## src/rtl/hilo_pkg.sv

```systemverilog
// Shared types and constants for the HI/LO result unit and its divide datapath.
package hilo_pkg;

   localparam int DIV_ITERS = 32;

   typedef enum logic [2:0] {
      CMD_NOP   = 3'b000,
      CMD_LDMUL = 3'b001,
      CMD_MTHI  = 3'b010,
      CMD_MTLO  = 3'b011,
      CMD_DIVU  = 3'b100,
      CMD_DIV   = 3'b101,
      CMD_RSV0  = 3'b110,
      CMD_RSV1  = 3'b111
   } cmd_t;

   typedef enum logic [1:0] {
      IDLE = 2'd0,
      DIV  = 2'd1,
      FIX  = 2'd2
   } state_t;

   // Two's-complement magnitude; 32'h8000_0000 maps to itself, read as unsigned.
   function automatic logic [31:0] mag(input logic [31:0] v);
      return v[31] ? -v : v;
   endfunction

endpackage

```

## src/rtl/hilo_unit_div_core.sv

```systemverilog
// Unsigned restoring divider datapath: one quotient bit per step, MSB first.
module div_core
   import hilo_pkg::*;
(
   input  logic        clk,
   input  logic        reset,
   input  logic        load,
   input  logic        step,
   input  logic [31:0] dividend,
   input  logic [31:0] divisor,
   output logic [31:0] quotient,
   output logic [31:0] remainder,
   output logic        last
);

   logic [31:0] rem_reg;
   logic [31:0] quo_reg;
   logic [31:0] dvs_reg;
   logic [4:0]  cnt_reg;
   logic [32:0] shifted;
   logic [32:0] diff;

   // Quotient register starts as the dividend and shifts quotient bits in from the right.
   assign shifted = {rem_reg, quo_reg[31]};
   assign diff    = shifted - {1'b0, dvs_reg};

   always_ff @(posedge clk) begin
      if (reset) begin
         rem_reg <= '0;
         quo_reg <= '0;
         dvs_reg <= '0;
         cnt_reg <= '0;
      end else if (load) begin
         rem_reg <= '0;
         quo_reg <= dividend;
         dvs_reg <= divisor;
         cnt_reg <= 5'(DIV_ITERS - 1);
      end else if (step) begin
         if (!diff[32]) begin
            rem_reg <= diff[31:0];
            quo_reg <= {quo_reg[30:0], 1'b1};
         end else begin
            rem_reg <= shifted[31:0];
            quo_reg <= {quo_reg[30:0], 1'b0};
         end
         cnt_reg <= cnt_reg - 5'd1;
      end
   end

   assign quotient  = quo_reg;
   assign remainder = rem_reg;
   assign last      = (cnt_reg == 5'd0);

endmodule

```

## src/rtl/hilo_unit.sv

```systemverilog
// HI/LO register unit: multiply capture, MTHI/MTLO, and iterative signed/unsigned divide.
module hilo_unit
   import hilo_pkg::*;
(
   input  logic        clk,
   input  logic        reset,
   input  logic        start,
   input  logic [2:0]  cmd,
   input  logic [31:0] a,
   input  logic [31:0] b,
   input  logic [31:0] alu_hi,
   input  logic [31:0] alu_lo,
   output logic [31:0] hi,
   output logic [31:0] lo,
   output logic        busy,
   output logic        done,
   output logic        div_by_zero
);

   state_t      state_reg, state_next;
   cmd_t        cmd_c;
   logic        accept, is_div, is_signed;
   logic        load, step, last;
   logic [31:0] dvd_in, dvs_in, quotient, remainder, q_fix, r_fix;
   logic [31:0] hi_reg, lo_reg, a_reg;
   logic        done_reg, dbz_reg, zero_reg, neg_q_reg, neg_r_reg;

   assign cmd_c     = cmd_t'(cmd);
   assign is_signed = (cmd_c == CMD_DIV);
   assign is_div    = (cmd_c == CMD_DIVU) || is_signed;
   assign accept    = start && (state_reg == IDLE);
   assign dvd_in    = is_signed ? mag(a) : a;
   assign dvs_in    = is_signed ? mag(b) : b;

   always_ff @(posedge clk) begin
      if (reset) state_reg <= IDLE;
      else       state_reg <= state_next;
   end

   always_comb begin
      state_next = state_reg;
      unique case (state_reg)
         IDLE:    if (accept && is_div) state_next = (b == 32'd0) ? FIX : DIV;
         DIV:     if (last) state_next = FIX;
         FIX:     state_next = IDLE;
         default: state_next = IDLE;
      endcase
   end

   always_comb begin
      load = accept && is_div;
      step = (state_reg == DIV);
      busy = (state_reg != IDLE);
   end

   div_core u_div_core (
      .clk       (clk),
      .reset     (reset),
      .load      (load),
      .step      (step),
      .dividend  (dvd_in),
      .divisor   (dvs_in),
      .quotient  (quotient),
      .remainder (remainder),
      .last      (last)
   );

   assign q_fix = neg_q_reg ? -quotient  : quotient;
   assign r_fix = neg_r_reg ? -remainder : remainder;

   always_ff @(posedge clk) begin
      if (reset) begin
         hi_reg    <= '0;
         lo_reg    <= '0;
         a_reg     <= '0;
         done_reg  <= 1'b0;
         dbz_reg   <= 1'b0;
         zero_reg  <= 1'b0;
         neg_q_reg <= 1'b0;
         neg_r_reg <= 1'b0;
      end else begin
         done_reg <= 1'b0;
         if (accept) begin
            dbz_reg <= 1'b0;
            unique case (cmd_c)
               CMD_LDMUL: begin
                  hi_reg <= alu_hi;
                  lo_reg <= alu_lo;
               end
               CMD_MTHI: hi_reg <= a;
               CMD_MTLO: lo_reg <= a;
               CMD_DIVU, CMD_DIV: begin
                  a_reg     <= a;
                  zero_reg  <= (b == 32'd0);
                  neg_q_reg <= is_signed && (a[31] ^ b[31]);
                  neg_r_reg <= is_signed && a[31];
               end
               default: ;
            endcase
            if (!is_div) done_reg <= 1'b1;
         end
         // Divide write-back; HI/LO are untouched until this edge.
         if (state_reg == FIX) begin
            done_reg <= 1'b1;
            if (zero_reg) begin
               lo_reg  <= 32'hFFFF_FFFF;
               hi_reg  <= a_reg;
               dbz_reg <= 1'b1;
            end else begin
               lo_reg <= q_fix;
               hi_reg <= r_fix;
            end
         end
      end
   end

   assign hi          = hi_reg;
   assign lo          = lo_reg;
   assign done        = done_reg;
   assign div_by_zero = dbz_reg;

endmodule
```

## config.mk

```make
export PLATFORM = sky130hd
export DESIGN_NAME = hilo_unit
export DESIGN_NICKNAME = d
export VERILOG_FILES = /design/src/rtl/hilo_pkg.sv /design/src/rtl/hilo_unit_div_core.sv /design/src/rtl/hilo_unit.sv
export SDC_FILE = /design/constraint.sdc
export NUM_CORES = 1
export LEC_CHECK = 0
export CAP_MARGIN = 20
export CORE_MARGIN = 8
export CORE_UTILIZATION = 35
export DETAILED_ROUTE_END_ITERATION = 16
export PLACE_DENSITY_LB_ADDON = 0.08
export SKIP_CTS_REPAIR_TIMING = 1
export SYNTH_ARGS = -nofsm -noshare
export SYNTH_HDL_FRONTEND = slang
export SYNTH_SLANG_ARGS = --single-unit
export TNS_END_PERCENT = 20
```

## constraint.sdc

```tcl
create_clock -name clk -period 4.2 [get_ports clk]
set_clock_uncertainty 0.2 [all_clocks]
set_input_delay 0.84 -clock clk [delete_from_list [all_inputs] [get_ports clk]]
set_output_delay 0.84 -clock clk [all_outputs]
set_load 0.02 [all_outputs]
```

* Word-level counts from Yosys, hierarchy flattened
Cells that the tools add are included.
** Storage, ports and cells
- Flip-flop bits (word level) :: 204
- Latch bits :: 0
- RAM bits :: 0
- Bits in read-only memories :: 0
- Input bits :: 134
- Output and inout port bits :: 67
- Word-level logic and storage cells :: 78
- Memories :: 0
** Cells by class
- Add/subtract/negate cells :: 6
- Multiply operators :: 0
- Divide/modulo/power cells :: 0
- Order comparisons :: 0
- Equal/unequal tests :: 9
- Shift operators :: 0
- Muxes and demuxes :: 30
- Bitwise gates (word level) :: 1
- Reductions and logical operators :: 19
** Operator list (number)
- $mux W32 :: 15
- $neg A32 Y32 :: 4
- $pmux W32 S2 :: 2
- $sub A33 B32 Y33 :: 1
- $logic_not A32 Y1 :: 1
- $mux W5 :: 2
- $reduce_and A2 Y1 :: 4
- $mux W1 :: 7
- $eq A3 B2 Y1 const B :: 2
- $eq A3 B3 Y1 const B :: 2
- $mux W2 :: 3
- $reduce_bool A2 Y1 :: 3
- $reduce_bool A3 Y1 :: 2
- $logic_not A5 Y1 :: 1
- $sub A5 B1 Y5 const B :: 1
- $logic_and A1 B1 Y1 :: 4
- $pmux W2 S2 :: 1
- $reduce_or A2 Y1 :: 2
- $eq A3 B1 Y1 const B :: 1
- $eq A2 B1 Y1 const B :: 1
- $eq A2 B2 Y1 const B :: 1
- $logic_not A2 Y1 :: 1
- $ne A2 B1 Y1 const B :: 1
- $ne A2 B2 Y1 const B :: 1
- other kinds (2) :: 2

* Logic depth before layout (Yosys ltp)
- Depth in word-level cells :: 5
- Mapped depth :: 13
- Depth with buffers taken out :: 12

* By module
A second synthesis with hierarchy kept.
** Second synthesis, totals
- Cells, all modules :: 1913
- Area total of the unflattened synthesis :: 13989.7 sq um
** By module, submodules not included
- hilo_unit :: instances 1, cells an instance 1153, area an instance 7902.6 sq um, seq. area each 2062.0 sq um
- div_core :: instances 1, cells an instance 760, area an instance 6087.1 sq um, seq. area each 2021.9 sq um

* Worst setup path after synthesis
OpenSTA, ideal clock, no wires.
- Path type :: input to register
- Start :: in a[7]
- End :: reg u_div_core.quo_reg[29], in the netlist u_div_core.quotient[29]
- Setup time :: 0.073 ns
- Data arrival time :: 2.884 ns
- Required time :: 3.927 ns
- Setup slack :: 1.043 ns
- Stages :: 10
- Buffers on the path :: 1
- Cell sequence :: buf_2 -> or4_4 -> or3_4 -> nor3_4 -> nand3_1 -> o41ai_2 -> a21oi_1 -> nor2_1 -> nor2_1 -> nor3_2
** Between the ends
- Cells in the longest elaborated chain, start to end :: 4
** Ends and longest elaborated chain
- start: declaration :: line hilo_unit.sv:9 : input logic [31:0] a,
- $neg A32 Y32 :: line hilo_pkg.sv:25 : return v[31] ? -v : v;
- $mux W32 :: line hilo_pkg.sv:25
- $mux W32 :: line hilo_unit.sv:32 : assign dvd_in = is_signed ? mag(a) : a;
- $mux W32 :: line hilo_unit_div_core.sv:33 : end else if (load) begin
- end signal: assignment :: line hilo_unit_div_core.sv:35 : quo_reg <= dividend;
- end signal: assignment :: line hilo_unit_div_core.sv:41 : quo_reg <= {quo_reg[30:0], 1'b1};
- end signal: assignment :: line hilo_unit_div_core.sv:44 : quo_reg <= {quo_reg[30:0], 1'b0};
- end: declaration :: line hilo_unit_div_core.sv:17 : logic [31:0] quo_reg;
No other way between the ends.
A chain may end at the register's enable or synchronous reset.

* Worst setup path after layout
- Start :: reg u_div_core.rem_reg[0], in the netlist u_div_core.remainder[0]
- End :: reg hi_reg[20], in the netlist hi[20]
** Between the ends
- Cells in the longest elaborated chain, start to end :: 4
** Ends and longest elaborated chain
- start: declaration :: line hilo_unit_div_core.sv:16 : logic [31:0] rem_reg;
- start signal: assignment :: line hilo_unit_div_core.sv:40 : rem_reg <= diff[31:0];
- start signal: assignment :: line hilo_unit_div_core.sv:43 : rem_reg <= shifted[31:0];
- $neg A32 Y32 :: line hilo_unit.sv:69 : assign r_fix = neg_r_reg ? -remainder : remainder;
- $mux W32 :: line hilo_unit.sv:69
- $mux W32 :: line hilo_unit.sv:105 : if (zero_reg) begin
- $mux W32 :: line hilo_unit.sv:103 : if (state_reg == FIX) begin
- end signal: assignment :: line hilo_unit.sv:87 : hi_reg <= alu_hi;
- end signal: assignment :: line hilo_unit.sv:107 : hi_reg <= a_reg;
- end signal: assignment :: line hilo_unit.sv:111 : hi_reg <= r_fix;
- end: declaration :: line hilo_unit.sv:25 : logic [31:0] hi_reg, lo_reg, a_reg;
No other way between the ends.

==> out/results.tsv <==
metric	value	unit
r2r setup slk	730	ps
Syn Nets	2027	
largest net degree at the start of global routing	95	
Detail Placement HPWL	39640	µm
synthesized flop and latch total	204	
die height	215.3	µm
number of synthesized flops with an enable pin	0	
Mapped Area	0.01391	mm²
reg2reg end	hi[20]	
drt first pass iters	5	
top cell type's share of synthesized area	0.2936	
Clk Latency, worst-skew pair	550	ps
fin crit share	0.8273	
setup ws final	725.2	ps
Hold Startpoint	hi[30]	
Initial DRC Count	964	
final cell count without fillers	2549	
# diodes	0	
r2r worst-path depth	10	
clk root buf	clkbuf_16	
vias per std cell	5.443	
H-Tree Depth	1	
Fillers	4055	
Layout Area Growth over Synthesis	25.39	%
power per cell area	361.3	mW/mm²
final hold viol count	0	
sequential-to-total area share from yosys stat	0.2936	
CP Data Required Time	4480	ps
Final setup viols	0	
CTS tree	done	
Critical Path End Type	flop	
status	finished, final reports clean	
GPL Wtd Cong	0.8927	
first-pass GRT wire length	81260	µm
Post-Syn Instances	1854	
Clock Pin Slew Worst Setup and Hold Paths	60	ps
row count	73	
Critical Path Source Type	flop	
Max Fclk	287.8	MHz
routed vias	13880	
# placed instances	2504	
Power Total	6301	µW
# IOs	201	
hold slack	252.5	ps
floorplan die width	215.3	µm
maximum fanout along the worst path	8	
crit path kind	flop to flop	
total track usage	0.2192	
Synth top cells by count	nor2_1 (243), nand2_1 (208), dfxtp_1 (204)	
placement-stage worst setup slack	381.9	ps
RSZ-0062 raised after global routing	false	
WL/cell	20.82	µm
TNS Setup	0	ps
Residual DRC	0	
top post-synthesis cells by area	dfxtp_1 (29%), nor2_1 (6.6%), a21oi_1 (6.5%), mux2i_1 (5.9%), nand2_1 (5.6%)	
Sink Count	204	
Max-Cap Viols	0	
max-slew violation count	0	
share of cells above drive strength 1	0.07708	
total gr overflow	0	
Hold Path End	hi[30]	
CTS max path bufs	3	
max_slew headroom	0.2776	
CTS Buf Count	26	
synthesized area per cell	7.502	µm²
WL final	53080	µm
post-route ant nets	0	
Async S/R FF share, synth	0	
Main synth FF type	dfxtp_1	
Slew @ Worst Pin	1056	ps
HP Class	flop to flop	
Synth area leader	dfxtp_1	
fin crit period	3475	ps
Starting Density	0.3525	
core area	0.03946	mm²
peak supply drop	0.0003006	V
WP data arrival	3750	ps
most common cell in the netlist	nor2_1	
initial antenna violation count	2	
Synth cell types	83	
die footprint	0.04637	mm²
IO Port Bufs	200	
Synth warnings	0	
reg2reg start	u_div_core.remainder[0]	
hold-critical path depth	2	
vias in the first global route	13500	
Leak	0.006548	µW
fin nets	2180	
-- through the flow --
step / cell area, µm² / util
global route: 17440 / 0.4420
floorplan: 13910 / -
finish: 17440 / 0.4420
CTS: 17440 / 0.4420
global placement: 16560 / 0.4198
detailed placement: 16580 / 0.4202
-- worst max path at each step --
stage,from,endpoint
global placement,cmd[0],hi[20]
finish,u_div_core.remainder[0],hi[20]
detailed placement,cmd[0],hi[20]
floorplan,a[7],u_div_core.quotient[29]
CTS,u_div_core.remainder[0],hi[20]
global route,u_div_core.remainder[0],hi[20]
-- where the power goes --
group | switching [µW] | internal [µW]
combinational | 1050 | 796
clock | 903 | 1390
sequential | 108 | 2050
-- final cells by class --
class                   instances  area [µm²]  share of cell area
clock buffers                  39       780.7             0.04477
well taps                     525       656.9             0.03767
inverters                      55       206.4             0.01184
clock inverters                 6       80.08            0.004592
flip-flops and latches        204        4085              0.2343
repair buffers                263        2534              0.1453
multi-input cells            1457        9096              0.5216
-- placed cells by master, fill, tap and decap left out, types with 5 or more instances in the layout --
cell / instances
o21ai_0: 83
dfxtp_1: 203
clkbuf_16: 27
nor3_2: 5
nand2_1: 208
o41ai_1: 11
nor3b_1: 6
nor2b_1: 15
a211oi_1: 100
nor2_1: 241
ha_1: 38
a311oi_1: 18
nand2b_1: 17
nor3_1: 70
o31ai_1: 14
nor4_1: 18
a2111oi_0: 7
or3_1: 11
or2_2: 7
inv_1: 55
xnor2_1: 68
o211ai_1: 16
clkbuf_1: 6
nand4_1: 9
clkdlybuf4s50_1: 199
a31oi_1: 11
o21ai_1: 14
or4_1: 6
mux2i_1: 82
buf_4: 58
a21oi_1: 180
clkbuf_8: 6
a21o_1: 13
xor2_1: 61
nand3_1: 27
o21a_1: 8
nand3b_1: 5
-- worst max-delay path, cell delays in order, from the launching register on --
cell and delay (ps):
dfxtp_1 350, inv_1 150, ha_1 210, or3b_2 520, nor4_4 370, nand4_4 220
nand2_1 150, xor2_1 90, a2111oi_0 940, a21oi_1 80, nor2_1 120
-- logic make-up (layout without fill, tap and decap cells) --
logic type | Yosys count | after routing | share of synthesized area
AOI/OAI and AO/OA | 520 | 520 | 0.2427
xor gates and xnor gates | 129 | 129 | 0.08123
adders and majority gates | 39 | 39 | 0.03562
buffers and inverters | 193 | 363 | 0.05479
DFF | 204 | 204 | 0.2936
and+or+nand+nor | 682 | 682 | 0.2289
muxes | 87 | 87 | 0.06306
-- layer usage --
layer / part of all wire / track usage / up-vias
met5: 0.00053 / 0 / -
met4: 0.027 / 0.06764 / 4
met3: 0.055 / 0.03258 / 74
met2: 0.48 / 0.3783 / 400
met1: 0.44 / 0.2781 / 6480
li1: - / - / 6917
(Power assumes the default switching activity.)
